--- src/rtl/load_store_unit_if.sv ---
// ---------------------------------------------------------------------------
// load_store_unit_if
//
// Purpose: bundles the request/response handshake and the data-memory bus of
// the load/store unit into one interface.
//
// Modports:
//   master : the environment around the unit (pipeline requester and the
//            data memory). It drives req_* and mem_rdata and observes the rest.
//   slave  : the load/store unit itself.
//
// Signals:
//   req_valid/req_ready/req_we/req_size/req_unsigned/req_addr/req_wdata
//                       request handshake from the execute/memory stage
//   resp_valid/resp_rdata/resp_err
//                       one-cycle completion pulse with extended load data
//   mem_rd/mem_wr/mem_addr/mem_wdata/mem_rdata
//                       word-addressed data memory bus (read data one cycle
//                       after the mem_rd cycle)
// ---------------------------------------------------------------------------
interface load_store_unit_if #(
    parameter int ADDR_BITS = 32
);
    logic                 req_valid;
    logic                 req_ready;
    logic                 req_we;
    logic [1:0]           req_size;
    logic                 req_unsigned;
    logic [ADDR_BITS-1:0] req_addr;
    logic [31:0]          req_wdata;

    logic                 resp_valid;
    logic [31:0]          resp_rdata;
    logic                 resp_err;

    logic                 mem_rd;
    logic                 mem_wr;
    logic [31:0]          mem_addr;
    logic [31:0]          mem_wdata;
    logic [31:0]          mem_rdata;

    modport master (
        output req_valid, req_we, req_size, req_unsigned, req_addr, req_wdata,
        output mem_rdata,
        input  req_ready, resp_valid, resp_rdata, resp_err,
        input  mem_rd, mem_wr, mem_addr, mem_wdata
    );

    modport slave (
        input  req_valid, req_we, req_size, req_unsigned, req_addr, req_wdata,
        input  mem_rdata,
        output req_ready, resp_valid, resp_rdata, resp_err,
        output mem_rd, mem_wr, mem_addr, mem_wdata
    );
endinterface

--- src/rtl/load_store_unit.sv ---
// ---------------------------------------------------------------------------
// load_store_unit
//
// Purpose: memory-stage initiator for a word-addressed data memory. Accepts
// one load/store at a time, turns the byte address into a word index, drives
// the memory strobes (sub-word stores use read-modify-write) and returns
// sign/zero-extended load data with a one-cycle valid pulse. Illegal accesses
// (reserved size, out-of-range word index, optionally misalignment) complete
// with resp_err and never touch memory.
//
// Ports:
//   clk   : clock, all state updates on the rising edge
//   reset : synchronous, active-low reset
//   bus   : load_store_unit_if.slave (request, response and memory bus)
//
// Configuration macro:
//   MISALIGN_TRAP_EN : when defined, misaligned halfword/word requests are
//                      errors. When undefined, the low address bits below the
//                      access size are ignored and the access is performed at
//                      the aligned address.
//
// Latency from the accept edge: error 1, word store 2, load 3,
// sub-word store 4 cycles to resp_valid. All outputs are registered.
// ---------------------------------------------------------------------------
module load_store_unit #(
    parameter int DEPTH     = 128,
    parameter int ADDR_BITS = 32
) (
    input  logic              clk,
    input  logic              reset,
    load_store_unit_if.slave  bus
);
    localparam logic [1:0] SZ_BYTE = 2'b00;
    localparam logic [1:0] SZ_HALF = 2'b01;
    localparam logic [1:0] SZ_WORD = 2'b10;
    localparam logic [1:0] SZ_RSVD = 2'b11;

    typedef enum logic [2:0] {
        S_IDLE,
        S_RD,
        S_CAP,
        S_WR,
        S_RESP
    } state_t;

    state_t      state_q;

    // Latched request
    logic        we_q;
    logic [1:0]  size_q;
    logic        unsigned_q;
    logic [1:0]  lane_q;
    logic [15:0] wdata_q;      // only sub-word stores need the data after accept

    // Registered outputs
    logic        req_ready_q;
    logic        resp_valid_q;
    logic [31:0] resp_rdata_q;
    logic        resp_err_q;
    logic        mem_rd_q;
    logic        mem_wr_q;
    logic [31:0] mem_addr_q;
    logic [31:0] mem_wdata_q;

    // ------------------------------------------------------------------
    // Request decode (evaluated only while IDLE)
    // ------------------------------------------------------------------
    logic [ADDR_BITS-1:0] word_idx;
    logic                 misaligned;
    logic                 req_err;

    assign word_idx = bus.req_addr >> 2;

`ifdef MISALIGN_TRAP_EN
    assign misaligned = ((bus.req_size == SZ_HALF) && bus.req_addr[0]) ||
                        ((bus.req_size == SZ_WORD) && (bus.req_addr[1:0] != 2'b00));
`else
    // Low address bits are simply ignored: halfword lanes use addr[1] only and
    // words never look at addr[1:0].
    assign misaligned = 1'b0;
`endif

    assign req_err = (bus.req_size == SZ_RSVD) ||
                     (word_idx >= ADDR_BITS'(DEPTH)) ||
                     misaligned;

    // ------------------------------------------------------------------
    // Lane extraction (loads) and lane merge (sub-word stores), both
    // working on mem_rdata during CAP.
    // ------------------------------------------------------------------
    logic [7:0]  rd_byte [4];
    logic [7:0]  lane_b;
    logic [15:0] lane_h;
    logic [31:0] load_ext_d;
    logic [31:0] merged_d;

    for (genvar gi = 0; gi < 4; gi++) begin : g_lane
        logic       lane_hit;
        logic [7:0] new_byte;

        assign rd_byte[gi] = bus.mem_rdata[8*gi +: 8];

        // A byte store replaces exactly one lane; a halfword store replaces
        // the two lanes of the half selected by addr[1].
        assign lane_hit = (size_q == SZ_BYTE) ? (lane_q == 2'(gi))
                                              : (lane_q[1] == 1'(gi / 2));
        assign new_byte = (size_q == SZ_BYTE) ? wdata_q[7:0]
                                              : wdata_q[8*(gi % 2) +: 8];
        assign merged_d[8*gi +: 8] = lane_hit ? new_byte : rd_byte[gi];
    end

    assign lane_b = rd_byte[lane_q];
    assign lane_h = lane_q[1] ? bus.mem_rdata[31:16] : bus.mem_rdata[15:0];

    always_comb begin
        load_ext_d = bus.mem_rdata;
        case (size_q)
            SZ_BYTE: load_ext_d = {{24{!unsigned_q && lane_b[7]}}, lane_b};
            SZ_HALF: load_ext_d = {{16{!unsigned_q && lane_h[15]}}, lane_h};
            default: load_ext_d = bus.mem_rdata;
        endcase
    end

    // ------------------------------------------------------------------
    // Control FSM with registered outputs
    // ------------------------------------------------------------------
    always_ff @(posedge clk) begin
        if (!reset) begin
            state_q      <= S_IDLE;
            we_q         <= 1'b0;
            size_q       <= SZ_BYTE;
            unsigned_q   <= 1'b0;
            lane_q       <= 2'b00;
            wdata_q      <= 16'h0;
            req_ready_q  <= 1'b1;
            resp_valid_q <= 1'b0;
            resp_rdata_q <= 32'h0;
            resp_err_q   <= 1'b0;
            mem_rd_q     <= 1'b0;
            mem_wr_q     <= 1'b0;
            mem_addr_q   <= 32'h0;
            mem_wdata_q  <= 32'h0;
        end else begin
            case (state_q)
                S_IDLE: begin
                    if (bus.req_valid) begin
                        we_q        <= bus.req_we;
                        size_q      <= bus.req_size;
                        unsigned_q  <= bus.req_unsigned;
                        lane_q      <= bus.req_addr[1:0];
                        wdata_q     <= bus.req_wdata[15:0];
                        req_ready_q <= 1'b0;
                        if (req_err) begin
                            // Rejected: straight to the response, memory untouched.
                            resp_valid_q <= 1'b1;
                            resp_err_q   <= 1'b1;
                            resp_rdata_q <= 32'h0;
                            state_q      <= S_RESP;
                        end else if (bus.req_we && (bus.req_size == SZ_WORD)) begin
                            mem_addr_q  <= 32'(word_idx);
                            mem_wdata_q <= bus.req_wdata;
                            mem_wr_q    <= 1'b1;
                            state_q     <= S_WR;
                        end else begin
                            mem_addr_q  <= 32'(word_idx);
                            mem_rd_q    <= 1'b1;
                            state_q     <= S_RD;
                        end
                    end
                end

                S_RD: begin
                    mem_rd_q <= 1'b0;
                    state_q  <= S_CAP;
                end

                S_CAP: begin
                    if (we_q) begin
                        mem_wdata_q <= merged_d;
                        mem_wr_q    <= 1'b1;
                        state_q     <= S_WR;
                    end else begin
                        resp_rdata_q <= load_ext_d;
                        resp_err_q   <= 1'b0;
                        resp_valid_q <= 1'b1;
                        state_q      <= S_RESP;
                    end
                end

                S_WR: begin
                    mem_wr_q     <= 1'b0;
                    resp_rdata_q <= 32'h0;
                    resp_err_q   <= 1'b0;
                    resp_valid_q <= 1'b1;
                    state_q      <= S_RESP;
                end

                S_RESP: begin
                    // resp_rdata/resp_err hold until the next response.
                    resp_valid_q <= 1'b0;
                    req_ready_q  <= 1'b1;
                    state_q      <= S_IDLE;
                end

                default: begin
                    mem_rd_q     <= 1'b0;
                    mem_wr_q     <= 1'b0;
                    resp_valid_q <= 1'b0;
                    req_ready_q  <= 1'b1;
                    state_q      <= S_IDLE;
                end
            endcase
        end
    end

    assign bus.req_ready  = req_ready_q;
    assign bus.resp_valid = resp_valid_q;
    assign bus.resp_rdata = resp_rdata_q;
    assign bus.resp_err   = resp_err_q;
    assign bus.mem_rd     = mem_rd_q;
    assign bus.mem_wr     = mem_wr_q;
    assign bus.mem_addr   = mem_addr_q;
    assign bus.mem_wdata  = mem_wdata_q;

endmodule
--- src/flat_wrapper.sv ---
// flat-port wrapper written by rule: the top's interface ports become plain ports
module load_store_unit_flat 
#(
    parameter int DEPTH     = 128,
    parameter int ADDR_BITS = 32
)
  (clk, reset, bus_req_valid, bus_req_we, bus_req_size, bus_req_unsigned, bus_req_addr, bus_req_wdata, bus_mem_rdata, bus_req_ready, bus_resp_valid, bus_resp_rdata, bus_resp_err, bus_mem_rd, bus_mem_wr, bus_mem_addr, bus_mem_wdata);
  load_store_unit_if #(.ADDR_BITS(ADDR_BITS)) bus_i ();
  input  logic clk;
  input  logic reset;
  input wire logic [$bits(bus_i.req_valid)-1:0] bus_req_valid;
  input wire logic [$bits(bus_i.req_we)-1:0] bus_req_we;
  input wire logic [$bits(bus_i.req_size)-1:0] bus_req_size;
  input wire logic [$bits(bus_i.req_unsigned)-1:0] bus_req_unsigned;
  input wire logic [$bits(bus_i.req_addr)-1:0] bus_req_addr;
  input wire logic [$bits(bus_i.req_wdata)-1:0] bus_req_wdata;
  input wire logic [$bits(bus_i.mem_rdata)-1:0] bus_mem_rdata;
  output wire logic [$bits(bus_i.req_ready)-1:0] bus_req_ready;
  output wire logic [$bits(bus_i.resp_valid)-1:0] bus_resp_valid;
  output wire logic [$bits(bus_i.resp_rdata)-1:0] bus_resp_rdata;
  output wire logic [$bits(bus_i.resp_err)-1:0] bus_resp_err;
  output wire logic [$bits(bus_i.mem_rd)-1:0] bus_mem_rd;
  output wire logic [$bits(bus_i.mem_wr)-1:0] bus_mem_wr;
  output wire logic [$bits(bus_i.mem_addr)-1:0] bus_mem_addr;
  output wire logic [$bits(bus_i.mem_wdata)-1:0] bus_mem_wdata;
  assign bus_i.req_valid = bus_req_valid;
  assign bus_i.req_we = bus_req_we;
  assign bus_i.req_size = bus_req_size;
  assign bus_i.req_unsigned = bus_req_unsigned;
  assign bus_i.req_addr = bus_req_addr;
  assign bus_i.req_wdata = bus_req_wdata;
  assign bus_i.mem_rdata = bus_mem_rdata;
  assign bus_req_ready = bus_i.req_ready;
  assign bus_resp_valid = bus_i.resp_valid;
  assign bus_resp_rdata = bus_i.resp_rdata;
  assign bus_resp_err = bus_i.resp_err;
  assign bus_mem_rd = bus_i.mem_rd;
  assign bus_mem_wr = bus_i.mem_wr;
  assign bus_mem_addr = bus_i.mem_addr;
  assign bus_mem_wdata = bus_i.mem_wdata;
  load_store_unit #(.DEPTH(DEPTH), .ADDR_BITS(ADDR_BITS)) u_core (.clk(clk), .reset(reset), .bus(bus_i));
endmodule
--- config.mk ---
export PLATFORM = sky130hd
export DESIGN_NAME = load_store_unit_flat
export DESIGN_NICKNAME = d
export VERILOG_FILES = /design/src/rtl/load_store_unit_if.sv /design/src/rtl/load_store_unit.sv /design/src/flat_wrapper.sv
export SDC_FILE = /design/constraint.sdc
export NUM_CORES = 1
export LEC_CHECK = 0
export ABC_AREA = 1
export CAP_MARGIN = 10
export CORE_UTILIZATION = 25
export DETAILED_ROUTE_END_ITERATION = 6
export PLACE_DENSITY = 0.61
export SYNTH_ARGS = -nofsm -noshare
export SYNTH_HDL_FRONTEND = slang
export SYNTH_SLANG_ARGS = --single-unit
--- constraint.sdc ---
create_clock -name clk -period 1.5 [get_ports clk]
set_clock_uncertainty 0.1 [all_clocks]
set_input_delay 0.3 -clock clk [delete_from_list [all_inputs] [get_ports clk]]
set_output_delay 0.3 -clock clk [all_outputs]
set_load 0.1 [all_outputs]
==> results.toml <==
[routing]
vias_per_cell = 4.679
vias = 7070
remaining_drc_errors = 0
wirelength_mm = 25.14
antenna_left = 0
first_iter_violations = 416
dr.pass1.iters = 5
wl_per_cell_um = 16.64

[die]
die_w_um = 156.3
start_util_pct = 25.43
ios = 204
die_h_um = 156.3
row_count = 56
coreArea_sq_um = 23400
die_area_sq_um = 24430

[clock_network]
clk_pin_slew_ps = 50
cts_htree_levels = 4
worstSkewPairLatency_ps = 430
cts_buffers = 17
cts_hold_buffers = 0
cts_root_buf = "clkbuf_16"
cts_tree = "yes"
cts_buffer_depth = 2
clock-sinks = 124

[critical_path]
worstPathCellList = "inv_2, nand2_4, nor2_4, nand2_2, buf_6, nand4_1, buf_6, clkbuf_16, nand2_4, a21oi_2"
start_kind = "register"
worstSetupPathDepth = 10
cp_num_buf_inv = 4
crit_fanout = 8
reg2reg_slack_ps = -160
cp-startpoint = "u_core.state_q[2]"
crit_end = "u_core.bus.resp_rdata[3]"
cp_top_family = "buffers and inverters"
cp.arrival_ps = 1920
max_stage_delay_ps = 330
endpoint_kind = "register"
r2r-end = "u_core.bus.resp_rdata[3]"
path_class = "register to register"
cp.required_ps = 1760
r2r_cells = 10
crit_slowest_cell = "dfxtp_2"
timing.rr.start = "u_core.state_q[2]"

[global_routing]
antenna_found_initial = 6
grt_usage_pct = 19.87
grt_overflow = 0
grt_pass1_wl_mm = 36.75
grt_pass1_vias = 6796
grt_max_degree = 49

[place]
place.gp.congestion = 0.9259
place_ws_ps = -708.3
hpwl_mm = 16.91
portBuffers = 201

[logic_synthesis]
synth.area.top_cells = "dfxtp_1 42%, nand2_1 14%, nor2_1 7.0%"
yosysMostFrequentCell = "nand2_1"
synthAdderAreaFrac_pct = 0
synth-async-reset-ratio_pct = 0
yosys.area.top_type = "dfxtp_1"
synth_top_area_share_pct = 41.71
syn_area_sq_um = 5952
ys_ff_latch = 124
ys_seq_area_share_pct = 41.71
synth_top_cells_by_count = "227 x nand2_1, 124 x dfxtp_1, 111 x nor2_1"
ys_warn_count = 0
ys_types = 36
synth-edff-count = 0
synth_top_family_by_area = "simple AND/OR/NAND/NOR gates"
synth_cells = 880
syn_area_per_cell_sq_um = 6.764
ys.flop_type = "dfxtp_1"
synthMuxAreaShare_pct = 0.1892
synth-compound-area-share_pct = 17.53
yosys.area_share.simple_pct = 29.43
synth_xor_area_share_pct = 0

[run]
cap_violations = 0

[sta]
finalHoldViolCount = 0
whs_ps = 100.3
post-route-period-util_pct = 110.6
setup_ws_ps = -159.6
fin_tns_setup_ps = -9417
rsz0062_at_grt = "yes"
finalSetupViolCount = 101
drv_slew = 0
fmax_ghz = 0.6025
fin_crit_ps = 1660

[hold_path]
min_path_type = "primary input to register"

[cells_and_area]
drive_gt1_share_pct = 35.55
area_delta_synth_final_pct = 98.89
fin_util_pct = 50.58
fin_nets = 1284

[pwr]
swShare_pct = 30.51
leakagePower_nw = 4.985
power_mw = 10.41
peakVddDrop_mv = 0.8052
netSwitchingPower_mw = 3.177
p_seq_share_pct = 34.0
internal_power_mw = 7.236
clkPwrFrac_pct = 40.0
p_comb_share_pct = 26.0
power.density_nw_per_um2 = 879.6

[outcome]
status = "finished, violations left"
violations = "negative setup slack"
==> cell type report <==
| class | count | area (sq um) |
|---|---|---|
| clock buffers | 20 | 466.7 |
| diodes | 2 | 5.005 |
| clock inverters | 8 | 118.9 |
| flip-flops and latches | 124 | 2492 |
| multi-input cells | 603 | 3497 |
| repair buffers | 330 | 4451 |
| inverters | 105 | 407.9 |
| well taps | 319 | 399.1 |
| fillers | 2122 | 11560 |
==> metrics by stage <==
| step | cell area, sq um | std cells |
|---|---|---|
| 2_1_floorplan | 6053 | 881 |
| 3_3_place_gp | 9953 | 1441 |
| 3_5_place_dp | 9953 | 1441 |
| 4_1_cts | 11330 | 1500 |
| 5_1_grt | 11830 | 1509 |
| 6_report | 11840 | 1511 |
==> worst min-delay path, cell delays in order <==
cell     delay, ps
buf_2          150
o21ai_0         90
a21oi_1         40
==> power groups by stage <==
stage / sequential (mW) / clock [mW] / combinational (mW)
3_3_place_gp: 3.60 / 0 / 2.33
2_1_floorplan: 4.06 / 0 / 0.821
6_report: 3.54 / 4.17 / 2.71
5_1_grt: 3.55 / 4.39 / 2.86
4_1_cts: 3.53 / 4.23 / 2.52
3_5_place_dp: 3.60 / 0 / 2.34
==> logic make-up after synthesis <==
group / count (synthesis)
AND/OR/NAND/NOR: 416
other: 1
AO/OA/AOI/OAI: 182
buffers and inverters: 156
multiplexers: 1
flip-flops: 124
==> cells in the final DEF (no fill, tap or decap), drive strengths merged, types with 11 or more instances in the layout <==
| master | n |
|---|---|
| a31oi | 17 |
| nor2 | 117 |
| o22a | 15 |
| dfxtp | 124 |
| a21oi | 67 |
| o211ai | 11 |
| nand3 | 35 |
| buf | 221 |
| clkdlybuf4s50 | 74 |
| clkbuf | 27 |
| and3 | 23 |
| o21ai | 60 |
| nand2 | 234 |
| dlygate4sd2 | 26 |
| inv | 103 |
==> layer usage <==
| layer | share of wire, % | up-vias | GRT usage [%] |
|---|---|---|---|
| li1 | - | 3446 | - |
| met3 | 10 | 57 | 8.336 |
| met5 | 0.15 | - | 0 |
| met1 | 41 | 3261 | 23.75 |
| met2 | 47 | 300 | 31.61 |
| met4 | 2.6 | 6 | 7.330 |
==> registers in the layout (all words and copies together), names as in the netlist, 2 cells and up <==
name / count
u_core.bus.mem_wdata: 32
u_core.bus.resp_rdata: 32
u_core.bus.mem_addr: 30
u_core.wdata_q: 16
u_core.state_q: 3
u_core.lane_q: 2
u_core.size_q: 2
==> what timing repair did <==
action                     in CTS  in global routing
buffers inserted               16                  9
cloned                         15                  8
pin swaps                      46                 51
gates resized for setup       126                116
setup endpoints to repair     111                121
==> how the worst min path moves through the flow <==
stage                             startpoint                 end  cells after the start
after detailed placement   u_core.wdata_q[9]   u_core.wdata_q[9]                      2
after floorplan           u_core.wdata_q[10]  u_core.wdata_q[10]                      2
final                                  reset    u_core.size_q[1]                      3
after global routing                   reset    u_core.size_q[1]                      3
after global placement    u_core.wdata_q[14]  u_core.wdata_q[14]                      2
after CTS                              reset   u_core.unsigned_q                      3
No activity file was read; power rests on OpenSTA's default activity.
